==> src/rtl/ascon_job_sequencer.sv <==
`default_nettype none
// ============================================================================
//  Module      : ascon_job_sequencer
//  Description : Host-side job controller for the integrated ASCON wrapper.
//                Accepts one job command and streams associated-data and
//                text beats into the wrapper's input FIFOs. The first
//                PRIME_DEPTH beats of each stream are written before the
//                start pulse. It then drains the cipher FIFO into a
//                ready/valid output stream and reports completion status.
//                A core that never signals done is aborted through a
//                two-cycle core reset.
//  Ports       : clock, n_reset               clock / async active-low reset
//                cmd_*                        job command (accepted in IDLE)
//                ad_*, txt_*                  128-bit input streams
//                out_*                        128-bit result stream
//                core_mode/start/reset        core control
//                data_wr*, text_wr*, *_afull  wrapper FIFO write side
//                result, result_empty/rd_en   cipher FIFO (first-word-fall-through)
//                core_done/warning/tag_valid  core status inputs
//                sts_*                        one-cycle job-complete report
//                busy                         high whenever not IDLE
//  Revision    : 1.0  initial release
// ============================================================================
module ascon_job_sequencer #(
    parameter int CNT_W       = 8,
    parameter int PRIME_DEPTH = 2,
    parameter int TIMEOUT_CYC = 4096,
    parameter int TMO_W       = 16
) (
    input  logic               clock,
    input  logic               n_reset,
    input  logic               cmd_valid,
    output logic               cmd_ready,
    input  logic [2:0]         cmd_mode,
    input  logic [CNT_W-1:0]   cmd_ad_blocks,
    input  logic [CNT_W-1:0]   cmd_txt_blocks,
    input  logic [CNT_W-1:0]   cmd_res_blocks,
    input  logic               ad_valid,
    output logic               ad_ready,
    input  logic [127:0]       ad_data,
    input  logic               txt_valid,
    output logic               txt_ready,
    input  logic [127:0]       txt_data,
    output logic               out_valid,
    input  logic               out_ready,
    output logic [127:0]       out_data,
    output logic [2:0]         core_mode,
    output logic               core_start,
    output logic               core_reset,
    output logic [127:0]       data_wr,
    output logic               data_wr_en,
    output logic [127:0]       text_wr,
    output logic               text_wr_en,
    input  logic               data_afull,
    input  logic               text_afull,
    input  logic [127:0]       result,
    input  logic               result_empty,
    output logic               result_rd_en,
    input  logic               core_done,
    input  logic               core_warning,
    input  logic               core_tag_valid,
    output logic               sts_valid,
    output logic               sts_warning,
    output logic               sts_tag_valid,
    output logic               sts_timeout,
    output logic               busy
);

    typedef enum logic [2:0] {
        ST_IDLE   = 3'd0,
        ST_PRIME  = 3'd1,
        ST_START  = 3'd2,
        ST_RUN    = 3'd3,
        ST_ABORT  = 3'd4,
        ST_REPORT = 3'd5
    } state_t;

    localparam logic [CNT_W-1:0] C_PRIME    = CNT_W'(PRIME_DEPTH);
    localparam logic [TMO_W-1:0] C_TMO_LAST = TMO_W'(TIMEOUT_CYC - 1);

    state_t             r_state, w_state_next;
    logic [2:0]         r_mode;
    logic [CNT_W-1:0]   r_ad_blocks, r_txt_blocks, r_res_blocks;
    logic [CNT_W-1:0]   r_ad_sent, r_txt_sent, r_res_cnt;
    logic [TMO_W-1:0]   r_tmo_cnt;
    logic               r_done_seen, r_warn, r_tag, r_timeout, r_abort_cnt;
    logic               r_out_valid;
    logic [127:0]       r_out_data;

    logic               w_fwd, w_prime, w_run, w_done, w_all_in;
    logic [CNT_W-1:0]   w_ad_prime, w_txt_prime, w_ad_lim, w_txt_lim;

    // Forwarding is open in PRIME and RUN; PRIME caps each stream at the
    // priming depth so the core starts with a known fill level.
    assign w_prime     = (r_state == ST_PRIME);
    assign w_run       = (r_state == ST_RUN);
    assign w_fwd       = w_prime | w_run;
    assign w_ad_prime  = (r_ad_blocks  < C_PRIME) ? r_ad_blocks  : C_PRIME;
    assign w_txt_prime = (r_txt_blocks < C_PRIME) ? r_txt_blocks : C_PRIME;
    assign w_ad_lim    = w_prime ? w_ad_prime  : r_ad_blocks;
    assign w_txt_lim   = w_prime ? w_txt_prime : r_txt_blocks;

    assign ad_ready    = w_fwd & (r_ad_sent  < w_ad_lim)  & ~data_afull;
    assign txt_ready   = w_fwd & (r_txt_sent < w_txt_lim) & ~text_afull;
    assign data_wr_en  = ad_valid  & ad_ready;
    assign text_wr_en  = txt_valid & txt_ready;
    assign data_wr     = w_fwd ? ad_data  : '0;
    assign text_wr     = w_fwd ? txt_data : '0;

    // Pop only when the output register is free or is emptying this cycle.
    assign result_rd_en = w_run & ~result_empty & (r_res_cnt < r_res_blocks)
                        & (~r_out_valid | out_ready);

    // Done seen this cycle counts, so REPORT follows core_done by one cycle.
    assign w_done   = r_done_seen | core_done;
    assign w_all_in = (r_ad_sent == r_ad_blocks) && (r_txt_sent == r_txt_blocks);

    assign out_valid = r_out_valid;
    assign out_data  = r_out_data;
    assign core_mode = r_mode;
    assign busy      = (r_state != ST_IDLE);

    always_ff @(posedge clock or negedge n_reset) begin
        if (!n_reset) r_state <= ST_IDLE;
        else          r_state <= w_state_next;
    end

    always_comb begin
        w_state_next  = r_state;
        cmd_ready     = 1'b0;
        core_start    = 1'b0;
        core_reset    = 1'b0;
        sts_valid     = 1'b0;
        sts_warning   = 1'b0;
        sts_tag_valid = 1'b0;
        sts_timeout   = 1'b0;
        case (r_state)
            ST_IDLE: begin
                cmd_ready = 1'b1;
                if (cmd_valid) w_state_next = ST_PRIME;
            end
            ST_PRIME: begin
                if ((r_ad_sent == w_ad_prime) && (r_txt_sent == w_txt_prime))
                    w_state_next = ST_START;
            end
            ST_START: begin
                core_start   = 1'b1;
                w_state_next = ST_RUN;
            end
            ST_RUN: begin
                if (w_done && w_all_in && (r_res_cnt == r_res_blocks) && !r_out_valid)
                    w_state_next = ST_REPORT;
                else if (!w_done && (r_tmo_cnt == C_TMO_LAST))
                    w_state_next = ST_ABORT;
            end
            ST_ABORT: begin
                core_reset = 1'b1;
                if (r_abort_cnt) w_state_next = ST_REPORT;
            end
            ST_REPORT: begin
                sts_valid     = 1'b1;
                sts_warning   = r_warn;
                sts_tag_valid = r_tag;
                sts_timeout   = r_timeout;
                w_state_next  = ST_IDLE;
            end
            default: w_state_next = ST_IDLE;
        endcase
    end

    always_ff @(posedge clock or negedge n_reset) begin
        if (!n_reset) begin
            r_mode       <= '0;
            r_ad_blocks  <= '0;
            r_txt_blocks <= '0;
            r_res_blocks <= '0;
            r_ad_sent    <= '0;
            r_txt_sent   <= '0;
            r_res_cnt    <= '0;
            r_tmo_cnt    <= '0;
            r_done_seen  <= 1'b0;
            r_warn       <= 1'b0;
            r_tag        <= 1'b0;
            r_timeout    <= 1'b0;
            r_abort_cnt  <= 1'b0;
            r_out_valid  <= 1'b0;
            r_out_data   <= '0;
        end else begin
            if ((r_state == ST_IDLE) && cmd_valid) begin
                r_mode       <= cmd_mode;
                r_ad_blocks  <= cmd_ad_blocks;
                r_txt_blocks <= cmd_txt_blocks;
                r_res_blocks <= cmd_res_blocks;
                r_ad_sent    <= '0;
                r_txt_sent   <= '0;
                r_res_cnt    <= '0;
                r_done_seen  <= 1'b0;
                r_warn       <= 1'b0;
                r_tag        <= 1'b0;
                r_timeout    <= 1'b0;
            end

            if (data_wr_en) r_ad_sent  <= r_ad_sent  + CNT_W'(1);
            if (text_wr_en) r_txt_sent <= r_txt_sent + CNT_W'(1);

            if (r_state == ST_START)
                r_tmo_cnt <= '0;
            else if (w_run && !w_done)
                r_tmo_cnt <= r_tmo_cnt + TMO_W'(1);

            if (w_run) begin
                r_done_seen <= r_done_seen | core_done;
                r_warn      <= r_warn | core_warning;
                r_tag       <= r_tag  | core_tag_valid;
                if (w_state_next == ST_ABORT) r_timeout <= 1'b1;
            end

            if (result_rd_en) begin
                r_out_data  <= result;
                r_out_valid <= 1'b1;
                r_res_cnt   <= r_res_cnt + CNT_W'(1);
            end else if ((r_state == ST_ABORT) || out_ready) begin
                r_out_valid <= 1'b0;
            end

            r_abort_cnt <= (r_state == ST_ABORT) ? ~r_abort_cnt : 1'b0;
        end
    end

endmodule
`default_nettype wire

==> config.mk <==
export PLATFORM = sky130hd
export DESIGN_NAME = ascon_job_sequencer
export DESIGN_NICKNAME = d
export VERILOG_FILES = /design/src/rtl/ascon_job_sequencer.sv
export SDC_FILE = /design/constraint.sdc
export NUM_CORES = 1
export LEC_CHECK = 0
export ABC_AREA = 1
export CAP_MARGIN = 20
export CELL_PAD_IN_SITES_DETAIL_PLACEMENT = 1
export CELL_PAD_IN_SITES_GLOBAL_PLACEMENT = 1
export CORE_AREA = 2 2 320 322
export CTS_CLUSTER_DIAMETER = 40
export CTS_CLUSTER_SIZE = 20
export DETAILED_ROUTE_END_ITERATION = 7
export DIE_AREA = 0 0 322 324
export PLACE_DENSITY_LB_ADDON = 0.12
export SYNTH_ARGS = -nofsm -noshare
export SYNTH_HDL_FRONTEND = slang
export SYNTH_SLANG_ARGS = --single-unit
==> constraint.sdc <==
create_clock -name clock -period 3.51 [get_ports clock]
set_input_delay 0.351 -clock clock [delete_from_list [all_inputs] [get_ports clock]]
set_output_delay 0.351 -clock clock [all_outputs]
set_load 0.02 [all_outputs]
# After elaboration in Yosys (flattened, before gate mapping)
# Cells that the tools add are included.
[op_classes]
add_sub_neg = 4
multipliers = 0
div_mod_pow = 0
n_lt_le_gt_ge = 5
eq_ne = 12
shift = 0
n_mux = 35
bitwise_logic = 19
n_reduce_logical = 19
[op_table]
columns = ["cell", "n"]
rows = [
  ["$mux 128", 2],
  ["$mux 8", 8],
  ["$eq 8x8->1", 5],
  ["$mux 16", 2],
  ["$add 8x1->8 const B", 3],
  ["$lt 8x8->1", 3],
  ["$mux 1", 17],
  ["$add 16x1->16 const B", 1],
  ["$eq 16x12->1 const B", 1],
  ["$lt 8x2->1 const B", 2],
  ["$mux 3", 5],
  ["$pmux 3 s5", 1],
  ["$reduce_bool 2->1", 6],
  ["$and 1x1->1", 9],
  ["$eq 3x3->1 const B", 3],
  ["$logic_and 1x1->1", 8],
  ["$eq 3x2->1 const B", 2],
  ["$not 1->1", 5],
  ["$or 1x1->1", 5],
  ["$eq 3x1->1 const B", 1],
  ["$logic_not 3->1", 1],
  ["$reduce_bool 3->1", 1],
  ["$logic_not 1->1", 2],
  ["$logic_or 1x1->1", 1],
]
[word_totals]
ff_bits = 204
latchBits = 0
mem_bits_rw = 0
romBits = 0
input_bits = 423
output_inout_bits = 401
elab_cells = 110
n_memories = 0

# Logic depth before layout (Yosys ltp)
# Gate-level depths: netlist of the first run.
[logic_depth]
word_depth = 10
ltp_mapped = 15
mapped_depth_nobuf = 14

# Worst setup path after synthesis of the first run
# Ideal clock, no wire load.
[synth_path]
kind = "reg-to-output"
startpoint = "register r_state[2]"
endpoint = "output port data_wr_en"
arrival_ps = 2394
required_time_ps = 3159
path_slack_ps = 765
path_stages_with_launch = 13
n_path_buf = 1
cell_sequence = "dfrtp_1 clkinv_1 nand2_2 nor2_2 inv_1 clkbuf_1 nand2_1 ha_1 a21oi_1 o21ai_0 nor3_2 nand3_2 inv_1"
[synth_via]
elab_chain_len = 6
elab_cells_between_ends = 8
classes_between = "order compare (1); eq/ne (2); mux (1); bitwise (4)"
[synth_lines]
columns = ["element", "line", "text"]
rows = [
  ["from (decl)", "81", "state_t r_state, w_state_next;"],
  ["from (signal assigned)", "125", "else r_state <= w_state_next;"],
  ["$eq 3x1->1", "95", "assign w_prime = (r_state == ST_PRIME);"],
  ["$mux 8", "100", "assign w_ad_lim = w_prime ? w_ad_prime : r_ad_blocks;"],
  ["$lt 8x8->1", "103", "assign ad_ready = w_fwd & (r_ad_sent < w_ad_lim) & ~data_afull;"],
  ["$and 1x1->1 (*) (2 in series)", "103", ""],
  ["$and 1x1->1 (*)", "105", "assign data_wr_en = ad_valid & ad_ready;"],
  ["to (decl)", "51", "output logic data_wr_en,"],
]
# Every way passes the cells marked *; elsewhere a longest branch is shown, timed or not.

# Worst setup path in the final report of the first run
[layout_path]
startpoint = "register r_res_cnt[7]"
endpoint = "output port result_rd_en"
[layout_via]
elab_chain_len = 3
[layout_lines]
columns = ["element", "line", "text"]
rows = [
  ["from (decl)", "84", "logic [CNT_W-1:0] r_ad_sent, r_txt_sent, r_res_cnt;"],
  ["from (signal assigned)", "221", "r_res_cnt <= r_res_cnt + CNT_W'(1);"],
  ["$lt 8x8->1", "111", "assign result_rd_en = w_run & ~result_empty & (r_res_cnt < r_res_blocks)"],
  ["$and 1x1->1", "111", ""],
  ["$and 1x1->1", "112", "& (~r_out_valid | out_ready);"],
  ["to (decl)", "58", "output logic result_rd_en,"],
]
# No other way between the ends.

==> results.cfg, run 1 <==
[outcome]
outcome = finished clean

[route]
wl_per_cell_um = 19.7
drc = 0
drt_first_pass_iters = 4
postRouteWirelength_mm = 76.6
detail-route-antenna-nets = 0
dr_total_vias = 13800
viasPerCell = 3.57
drtIter0Drc = 445

[place]
dp.cells = 3753
hpwl_mm = 62.4
port_buffers = 823
gp_congestion = 0.799
place_area_sq_um = 21100

[clock_tree]
clk_latency_ns = 0.62
cts_buffers = 59
cts.sinks = 204
cts_max_level = 2
root_buffer = clkbuf_16
path_clk_slew_ns = 0.04
cts_max_path_buffers = 3
cts_tree = done

[synth]
yosys_warnings = 0
synth_top_family_by_area = simple AND/OR/NAND/NOR gates
synthesis.nets = 2125
synthSimpleGateAreaFrac = 0.323
syn_avg_cell_area_sq_um = 6.76
synthXorXnorAreaFrac = 0.0147
synth_cell_type_count = 31
synthAdderAreaFrac = 0.0287
synth_compound_area_frac = 0.0428
ys_seq_area_frac = 0.451
synth_mux_area_frac = 0
syn_inst = 1676
synth_seq_cells = 204
netlist_area_sq_um = 11300

[floorplan]
rows = 117
die_y_um = 324
pin_count = 824
die_area_sq_um = 104000
start_util = 0.112
coreArea_sq_um = 101000
die_x_um = 322

[worst_setup_path]
crit_slowest_cell = clkdlybuf4s50_1
start_kind = flip-flop
worstPathMaxFanout = 3
cp_cell_sequence = ha_1, nand3_1, inv_1, a32oi_1, nand3_4, inv_4, clkdlybuf4s50_1
cp_data_arrival_time_ns = 2.98
critPathKind = reg -> out
cp.required_ns = 3.16
end_kind = output port
max_stage_delay_ns = 0.67

[power_and_ir_drop]
intPower_mw = 7.32
clock_power_share = 0.585
seq_power_share = 0.254
p_leak_nw = 11.4
p_comb_frac = 0.161
worst_ir_drop_vdd_v = 0.000351
sw_frac_of_total = 0.258
power_density_nw_per_um2 = 423
power_switching_mw = 2.55

[sta]
finClkSkew_ns = 0.0493
timing.setup.tns_ns = 0
slew_headroom = 0.155
min_period_ns = 3.33
hold_viol_final = 0
rsz0062_at_grt = no
fin_crit_sh = 0.949
tightest_slew_ns = 1.27
drv_slew = 0
fmax_ghz = 0.300
setup_viol = 0

[finish]
area_growth_pct = 106
nNetsFinal = 2958
instances_no_fill = 3880
drive_gt1_frac = 0.0544
stdcell_area_sq_um = 23300

[global_route]
grt_max_degree = 222
grt_pass1_wl_mm = 106
grt_pass1_vias = 15000
grt_usage = 0.140
antenna_found_initial = 53
grt_overflow = 0

[run]
cap_violations = 0

[worst_hold_path]
hold_class = in -> reg
==> layout make-up <==
class | count | area, sq um
clock buffer | 80 | 1700
multi-input combinational | 1062 | 4680
sequential | 204 | 5100
tap | 1309 | 1640
antenna | 15 | 37.5
timing repair buffer | 841 | 8440
inverter | 341 | 1280
clock inverter | 28 | 438
fill | 12000 | 77700
==> critical path: cells and delay by family, from the launching register on <==
family | cells | cell delay, ns
AOI/OAI and AO/OA | 1 | 0.28
and+or+nand+nor | 2 | 0.44
DFF | 1 | 0.41
adders and majority gates | 1 | 0.34
buffers and inverters | 3 | 0.89
==> cell families after synthesis <==
family	Yosys count
DFF	204
adders and majority gates	26
AOI/OAI and AO/OA	89
xor gates and xnor gates	19
and+or+nand+nor	928
buffers and inverters	410
==> repair_timing <==
| action | 4_1_cts | 5_1_grt |
|---|---|---|
| resized for setup | 5 | 6 |
| buffers inserted | 1 | 2 |
| pin swaps | 1 | 0 |
| hold endpoints to repair | 82 | 0 |
| hold buffers | 1 | 0 |
| setup endpoints to repair | 4 | 3 |
==> power by group through the flow <==
stage	clock (mW)	sequential [mW]	combinational, mW
2_1_floorplan	0	2.49	0.600
3_5_place_dp	0	2.54	1.62
6_report	5.77	2.51	1.59
4_1_cts	5.98	2.51	1.63
3_3_place_gp	0	2.54	1.62
5_1_grt	6.09	2.51	1.74
==> per-stage QoR <==
stage	utilization	hold WS [ns]	power, mW	worst slack [ns]
after floorplan	-	0.0554	3.09	0.765
after CTS	0.230	0.209	10.1	0.00462
after detailed placement	0.209	0.418	4.17	0.348
after global routing	0.231	0.250	10.3	0.00652
final	0.231	0.266	9.87	0.181
after global placement	0.209	0.416	4.16	0.384
==> flip-flops by register name, indices dropped and copies added, names as in the netlist, 3 cells and up <==
signal,flops
r_res_blocks,8
r_res_cnt,8
r_tmo_cnt,16
r_state,3
r_txt_blocks,8
r_txt_sent,8
r_ad_blocks,8
out_data,128
core_mode,3
r_ad_sent,8
==> synth_stat cells <==
cell,count,area (sq um)
xor2_1,15,131
nor3_2,1,10.0
xnor2_1,4,35.0
nor3_1,17,85.1
ha_1,26,325
o221a_2,1,11.3
or2_2,2,12.5
nand2_1,537,2020
nor2_2,2,12.5
a32oi_1,1,8.76
o21a_1,3,22.5
clkbuf_1,42,158
clkinv_1,2,7.51
a211oi_1,2,15.0
o21ai_0,45,225
buf_4,8,60.1
nor2_1,301,1130
buf_2,13,65.1
inv_1,338,1270
nand3_1,35,175
a21oi_1,27,135
o22ai_1,6,37.5
nand3b_1,1,7.51
o2111a_1,1,11.3
buf_1,6,22.5
nand3_2,4,40.0
dfrtp_1,204,5100
nand4_1,25,156
a31oi_1,3,18.8
nand2_2,3,18.8
inv_2,1,3.75
==> cells in the final DEF, fill, tap and decap left out, types with 6 or more instances in the layout <==
cell type | netlist | final
clkbuf_1 | 42 | 7
nor2_1 | 301 | 301
clkbuf_8 | 0 | 15
dfrtp_1 | 204 | 204
diode_2 | 0 | 15
clkdlybuf4s50_1 | 0 | 818
nand3_1 | 35 | 35
inv_1 | 338 | 338
clkbuf_16 | 0 | 59
clkinv_2 | 0 | 16
nand4_1 | 25 | 25
buf_12 | 0 | 6
bufinv_16 | 0 | 10
xor2_1 | 15 | 15
o22ai_1 | 6 | 6
buf_4 | 8 | 13
o21ai_0 | 45 | 45
ha_1 | 26 | 26
nand2_1 | 537 | 537
nor3_1 | 17 | 17
a21oi_1 | 27 | 27
==> path summary, 6_finish.rpt <==
path / start / to / slack [ns] / cells past startpoint
worst max-delay path: r_res_cnt[7] / result_rd_en / 0.18 / 7
worst min register to register: r_abort_cnt / r_abort_cnt / 0.43 / 1
worst max register to register: r_res_cnt[3] / r_res_cnt[2] / 0.62 / 8
min in group asynchronous: n_reset / out_data[42] / 0.34 / 2
max in group asynchronous: n_reset / r_tag / 2.24 / 3
worst min-delay path: result[77] / out_data[77] / 0.27 / 3
==> layer usage <==
| metal | vias to the layer above | GRT usage | part of all wire |
|---|---|---|---|
| li1 | 6612 | - | - |
| met1 | 6484 | 0.120 | 0.31 |
| met2 | 559 | 0.286 | 0.56 |
| met3 | 162 | 0.0574 | 0.095 |
| met4 | 22 | 0.0439 | 0.032 |
| met5 | - | 0 | 0.0020 |
No activity file was read; power rests on OpenSTA's default activity.
==> run 2: changes to the inputs <==
--- a/config.mk
+++ b/config.mk
@@ -9,11 +9,11 @@
 export CAP_MARGIN = 20
 export CELL_PAD_IN_SITES_DETAIL_PLACEMENT = 1
 export CELL_PAD_IN_SITES_GLOBAL_PLACEMENT = 1
-export CORE_AREA = 2 2 320 322
+export CORE_AREA = 2 2 323 325
 export CTS_CLUSTER_DIAMETER = 40
 export CTS_CLUSTER_SIZE = 20
 export DETAILED_ROUTE_END_ITERATION = 7
-export DIE_AREA = 0 0 322 324
+export DIE_AREA = 0 0 325 327
 export PLACE_DENSITY_LB_ADDON = 0.12
 export SYNTH_ARGS = -nofsm -noshare
 export SYNTH_HDL_FRONTEND = slang
==> constraint.sdc (replaced) <==
create_clock -name clock -period 2.84 [get_ports clock]
set_input_delay 0.284 -clock clock [delete_from_list [all_inputs] [get_ports clock]]
set_output_delay 0.284 -clock clock [all_outputs]
set_load 0.02 [all_outputs]
==> results.cfg, run 2 (synthesis results as in run 1) <==
[outcome]
outcome = finished clean

[clock_tree]
clk_latency_ns = 0.60
root_buffer = clkbuf_16
cts.sinks = 204
path_clk_slew_ns = 0.05
cts_tree = done
cts_buffers = 58
cts_max_level = 2
cts_max_path_buffers = 3

[power_and_ir_drop]
intPower_mw = 8.70
p_leak_nw = 11.7
power.total_mw = 11.9
clock_power_share = 0.570
power_switching_mw = 3.18
p_comb_frac = 0.171
worst_ir_drop_vdd_v = 0.000388
sw_frac_of_total = 0.268
power_density_nw_per_um2 = 501
seq_power_share = 0.259

[global_route]
grt-busiest-layer = met2
grtUsageMet2 = 0.278
grtUsageMet1 = 0.132
grt_max_degree = 133
grt_usage = 0.143
antenna_found_initial = 54
grt_pass1_wl_mm = 112
grt_pass1_vias = 15400
grt_overflow = 0
use_met3 = 0.0629

[sta]
fin_ws_ns = 0.0914
fmax_ghz = 0.364
setup_viol = 0
fin_crit_sh = 0.968
drv_slew = 0
timing.hold.ws_ns = 0.214
rsz0062_at_grt = yes
finClkSkew_ns = 0.0343
hold_viol_final = 0
timing.setup.tns_ns = 0
slew_headroom = 0.569
min_period_ns = 2.75
tightest_slew_ns = 0.647

[worst_setup_path]
worstPathMaxFanout = 79
cp_cell_sequence = inv_4, nand2_8, buf_6, buf_16, nor2_1, clkdlybuf4s50_1
reg2reg_depth = 9
worstSetupStartpoint = r_state[2]
start_kind = flip-flop
cp_data_arrival_time_ns = 2.46
critPathKind = reg -> out
max_stage_delay_ns = 0.65
end_kind = output port
cp.required_ns = 2.56
crit_slowest_cell = clkdlybuf4s50_1
cp.depth = 6
critPathBufInv = 4
crit_family = buffers and inverters
timing.rr.start = r_res_cnt[7]

[finish]
largest_reg_flops = 128
area_growth_pct = 109
mostFrequentLayoutCell = clkdlybuf4s50_1
nNetsFinal = 2986
layout_common_cells = clkdlybuf4s50_1, nand2_1, inv_1, nor2_1, dfrtp_1
drive_gt1_frac = 0.0747
stdcell_area_sq_um = 23700
instances_no_fill = 3992
fin_util = 0.230

[route]
dr_total_vias = 14100
drtIter0Drc = 452
drc = 0
detail-route-antenna-nets = 0
viasPerCell = 3.52
postRouteWirelength_mm = 78.9
drt_first_pass_iters = 4
wl_per_cell_um = 19.8

[floorplan]
die_area_sq_um = 106000
pin_count = 824
rows = 118
die_y_um = 327
start_util = 0.110
die_x_um = 325
coreArea_sq_um = 103000

[run]
cap_violations = 0

[place]
dp.cells = 3849
port_buffers = 823
place_area_sq_um = 21400
dp_slack_ns = 0.0758
gp_congestion = 0.918
hpwl_mm = 64.4

[worst_hold_path]
hold_class = in -> async
## run 2: cell count changes in the layout (fill, tap and decap cells not counted), sizes merged, moves of 2 or more
cell / before / now
buf: 19 / 51
clkdlybuf4s50: 818 / 787
dlygate4sd2: 0 / 19
diode: 15 / 27
dlymetal6s2s: 0 / 11
clkbuf: 83 / 76
clkinvlp: 0 / 6
bufinv: 10 / 7
inv: 339 / 341
## run 2: area by class of cell
| class | count | area (sq um) |
|---|---|---|
| Fill cell | 12300 | 79200 |
| Timing Repair Buffer | 870 | 8720 |
| Sequential cell | 204 | 5110 |
| Multi-Input combinational cell | 1062 | 4760 |
| Tap cell | 1380 | 1730 |
| Clock buffer | 76 | 1640 |
| Inverter | 341 | 1280 |
| Clock inverter | 32 | 398 |
| Antenna cell | 27 | 67.6 |
## run 2: metal layers
layer | up-vias | part of all wire | wire, um
li1 | 6699 | - | -
met1 | 6638 | 0.33 | 26000
met2 | 557 | 0.54 | 42800
met3 | 134 | 0.093 | 7370
met4 | 30 | 0.031 | 2470
met5 | - | 0.0026 | 204
## run 2: repair_timing
item,in CTS,in global routing
resized for setup,47,37
hold endpoints to repair,50,0
cloned,1,0
endpoints found under the setup margin,213,23
pin swaps,2,5
setup buffers,2,4
hold buffers,1,0
## run 2: worst paths after layout
check                               endpoint  slack, ns
worst max-delay path             data_wr[64]       0.09
worst min-delay path            out_data[78]       0.21
worst max register to register  out_data[86]       0.31
worst min register to register   r_abort_cnt       0.42
max in group asynchronous          out_valid       1.74
min in group clock              out_data[96]       0.21
## run 2: power groups by stage
stage          logic (mW)  clock network (mW)  registers [mW]
2_1_floorplan       0.742                   0            3.08
3_3_place_gp         2.05                   0            3.12
3_5_place_dp         2.05                   0            3.13
4_1_cts              2.05                7.03            3.08
5_1_grt              2.19                7.18            3.09
6_report             2.03                6.78            3.08
==> run 3: changes to the inputs <==
--- a/config.mk
+++ b/config.mk
@@ -11,7 +11,7 @@
 export CELL_PAD_IN_SITES_GLOBAL_PLACEMENT = 1
 export CORE_AREA = 2 2 323 325
 export CTS_CLUSTER_DIAMETER = 40
-export CTS_CLUSTER_SIZE = 20
+export CTS_CLUSTER_SIZE = 30
 export DETAILED_ROUTE_END_ITERATION = 7
 export DIE_AREA = 0 0 325 327
 export PLACE_DENSITY_LB_ADDON = 0.12
==> results.cfg, run 3 (synthesis results as in run 1) <==
[finish]
fin_util = 0.230
area_growth_pct = 109
fill_cells = 12300
mostFrequentLayoutCell = clkdlybuf4s50_1
multi_input_area_sq_um = 4760
layout_common_cells = clkdlybuf4s50_1, nand2_1, inv_1, nor2_1, dfrtp_1
nNetsFinal = 2986
instances_no_fill = 3992
drive_gt1_frac = 0.0747
seq_area_sq_um = 5110
largest_reg_flops = 128

[sta]
fin_crit_sh = 0.969
rsz0062_at_grt = yes
slew_headroom = 0.569
min_period_ns = 2.75
hold_viol_final = 0
setup_viol = 0
tightest_slew_ns = 0.646
fmax_ghz = 0.364
drv_slew = 0
timing.setup.tns_ns = 0
finClkSkew_ns = 0.0338

[power_and_ir_drop]
worst_ir_drop_vdd_v = 0.000389
power_density_nw_per_um2 = 501
p_leak_nw = 11.7

[worst_setup_path]
cp.required_ns = 2.56
cp_data_arrival_time_ns = 2.47
start_kind = flip-flop
max_stage_delay_ns = 0.40
crit_slowest_cell = dfrtp_1
critPathBufInv = 5
worstPathMaxFanout = 9
crit_family = buffers and inverters
cp_cell_sequence = inv_4, nand2_8, nor2_4, inv_2, buf_6, nand2_1, ha_4, a21oi_2, o2111a_2, nand3_4, inv_2, buf_6
end_kind = output port
critPathKind = reg -> out

[clock_tree]
cts.sinks = 204
root_buffer = clkbuf_16
cts_max_level = 2
path_clk_slew_ns = 0.05
cts_max_path_buffers = 3
clk_latency_ns = 0.60
cts_tree = done
cts_buffers = 58

[floorplan]
start_util = 0.110
pin_count = 824
die_area_sq_um = 106000
rows = 118
coreArea_sq_um = 103000
die_x_um = 325
die_y_um = 327

[route]
drc = 0
drtIter0Drc = 462
postRouteWirelength_mm = 78.9
dr_total_vias = 14100
drt_first_pass_iters = 4
viasPerCell = 3.52
detail-route-antenna-nets = 0
wl_per_cell_um = 19.8

[place]
port_buffers = 823
hpwl_mm = 64.4
gp_congestion = 0.918
dp.cells = 3849

[global_route]
antenna_found_initial = 54
grt_usage = 0.143
grt_pass1_vias = 15400
grt_max_degree = 133
grt_overflow = 0
grt_pass1_wl_mm = 112

[outcome]
outcome = finished clean

[worst_hold_path]
hold_class = in -> async

[run]
cap_violations = 0
## run 3: cell counts in the layout (fill, tap and decap cells not counted)
Identical to the previous run, type by type.
## run 3: metrics by stage
stage	power [mW]	hold WS [ns]	area, sq um	setup WS (ns)
after floorplan	3.82	-0.0116	11300	0.162
after global placement	5.17	0.271	21400	0.0132
after detailed placement	5.17	0.274	21400	0.0758
after CTS	12.2	0.166	23500	-0.0524
after global routing	12.5	0.196	23700	-0.0614
final	11.9	0.215	23700	0.0891
## run 3: repair_timing
| item | CTS | global route |
|---|---|---|
| buffers inserted | 2 | 4 |
| endpoints found under the hold margin | 50 | 0 |
| endpoints found under the setup margin | 213 | 23 |
| gates resized for setup | 47 | 37 |
| pin swaps | 2 | 5 |
| cloned | 1 | 0 |
| hold buffers | 1 | 0 |
## run 3: layout make-up
class / instances / area share
diodes: 27 / 0.00285
clock inverters: 32 / 0.0168
inverters: 341 / 0.0542
flip-flops and latches: 204 / 0.215
well taps: 1380 / 0.0728
multi-input cells: 1062 / 0.201
clock buffers: 76 / 0.0692
repair buffers: 870 / 0.368
## run 3: worst paths after layout
check | start | endpoint | slack [ns] | cells past startpoint
min in group clock | result[96] | out_data[96] | 0.22 | 3
max in group asynchronous | n_reset | out_valid | 1.74 | 3
max | r_state[2] | text_wr_en | 0.09 | 12
min reg2reg | r_abort_cnt | r_abort_cnt | 0.42 | 1
min | n_reset | out_data[78] | 0.22 | 2
max reg2reg | r_res_cnt[7] | out_data[86] | 0.29 | 9
## run 3: worst register-to-register path, stage by stage (launching register included)
cell and delay, ns:
dfrtp_1 0.40, ha_1 0.39, nand3_1 0.20, inv_1 0.15, nand3_1 0.13, nand3_4 0.14
buf_12 0.37, buf_4 0.53, nand2_1 0.12, nand2_1 0.09
## run 3: power breakdown
| group | internal [mW] | switching (mW) | total, mW |
|---|---|---|---|
| logic | 1.07 | 0.956 | 2.03 |
| clock network | 4.66 | 2.11 | 6.77 |
| registers | 2.97 | 0.108 | 3.08 |
## run 3: layer usage
metal,up-vias,global-route usage,share of wire
met2,563,0.278,0.54
met4,30,0.0501,0.031
met1,6628,0.132,0.33
met3,136,0.0630,0.094
met5,-,0,0.0026
li1,6695,-,-
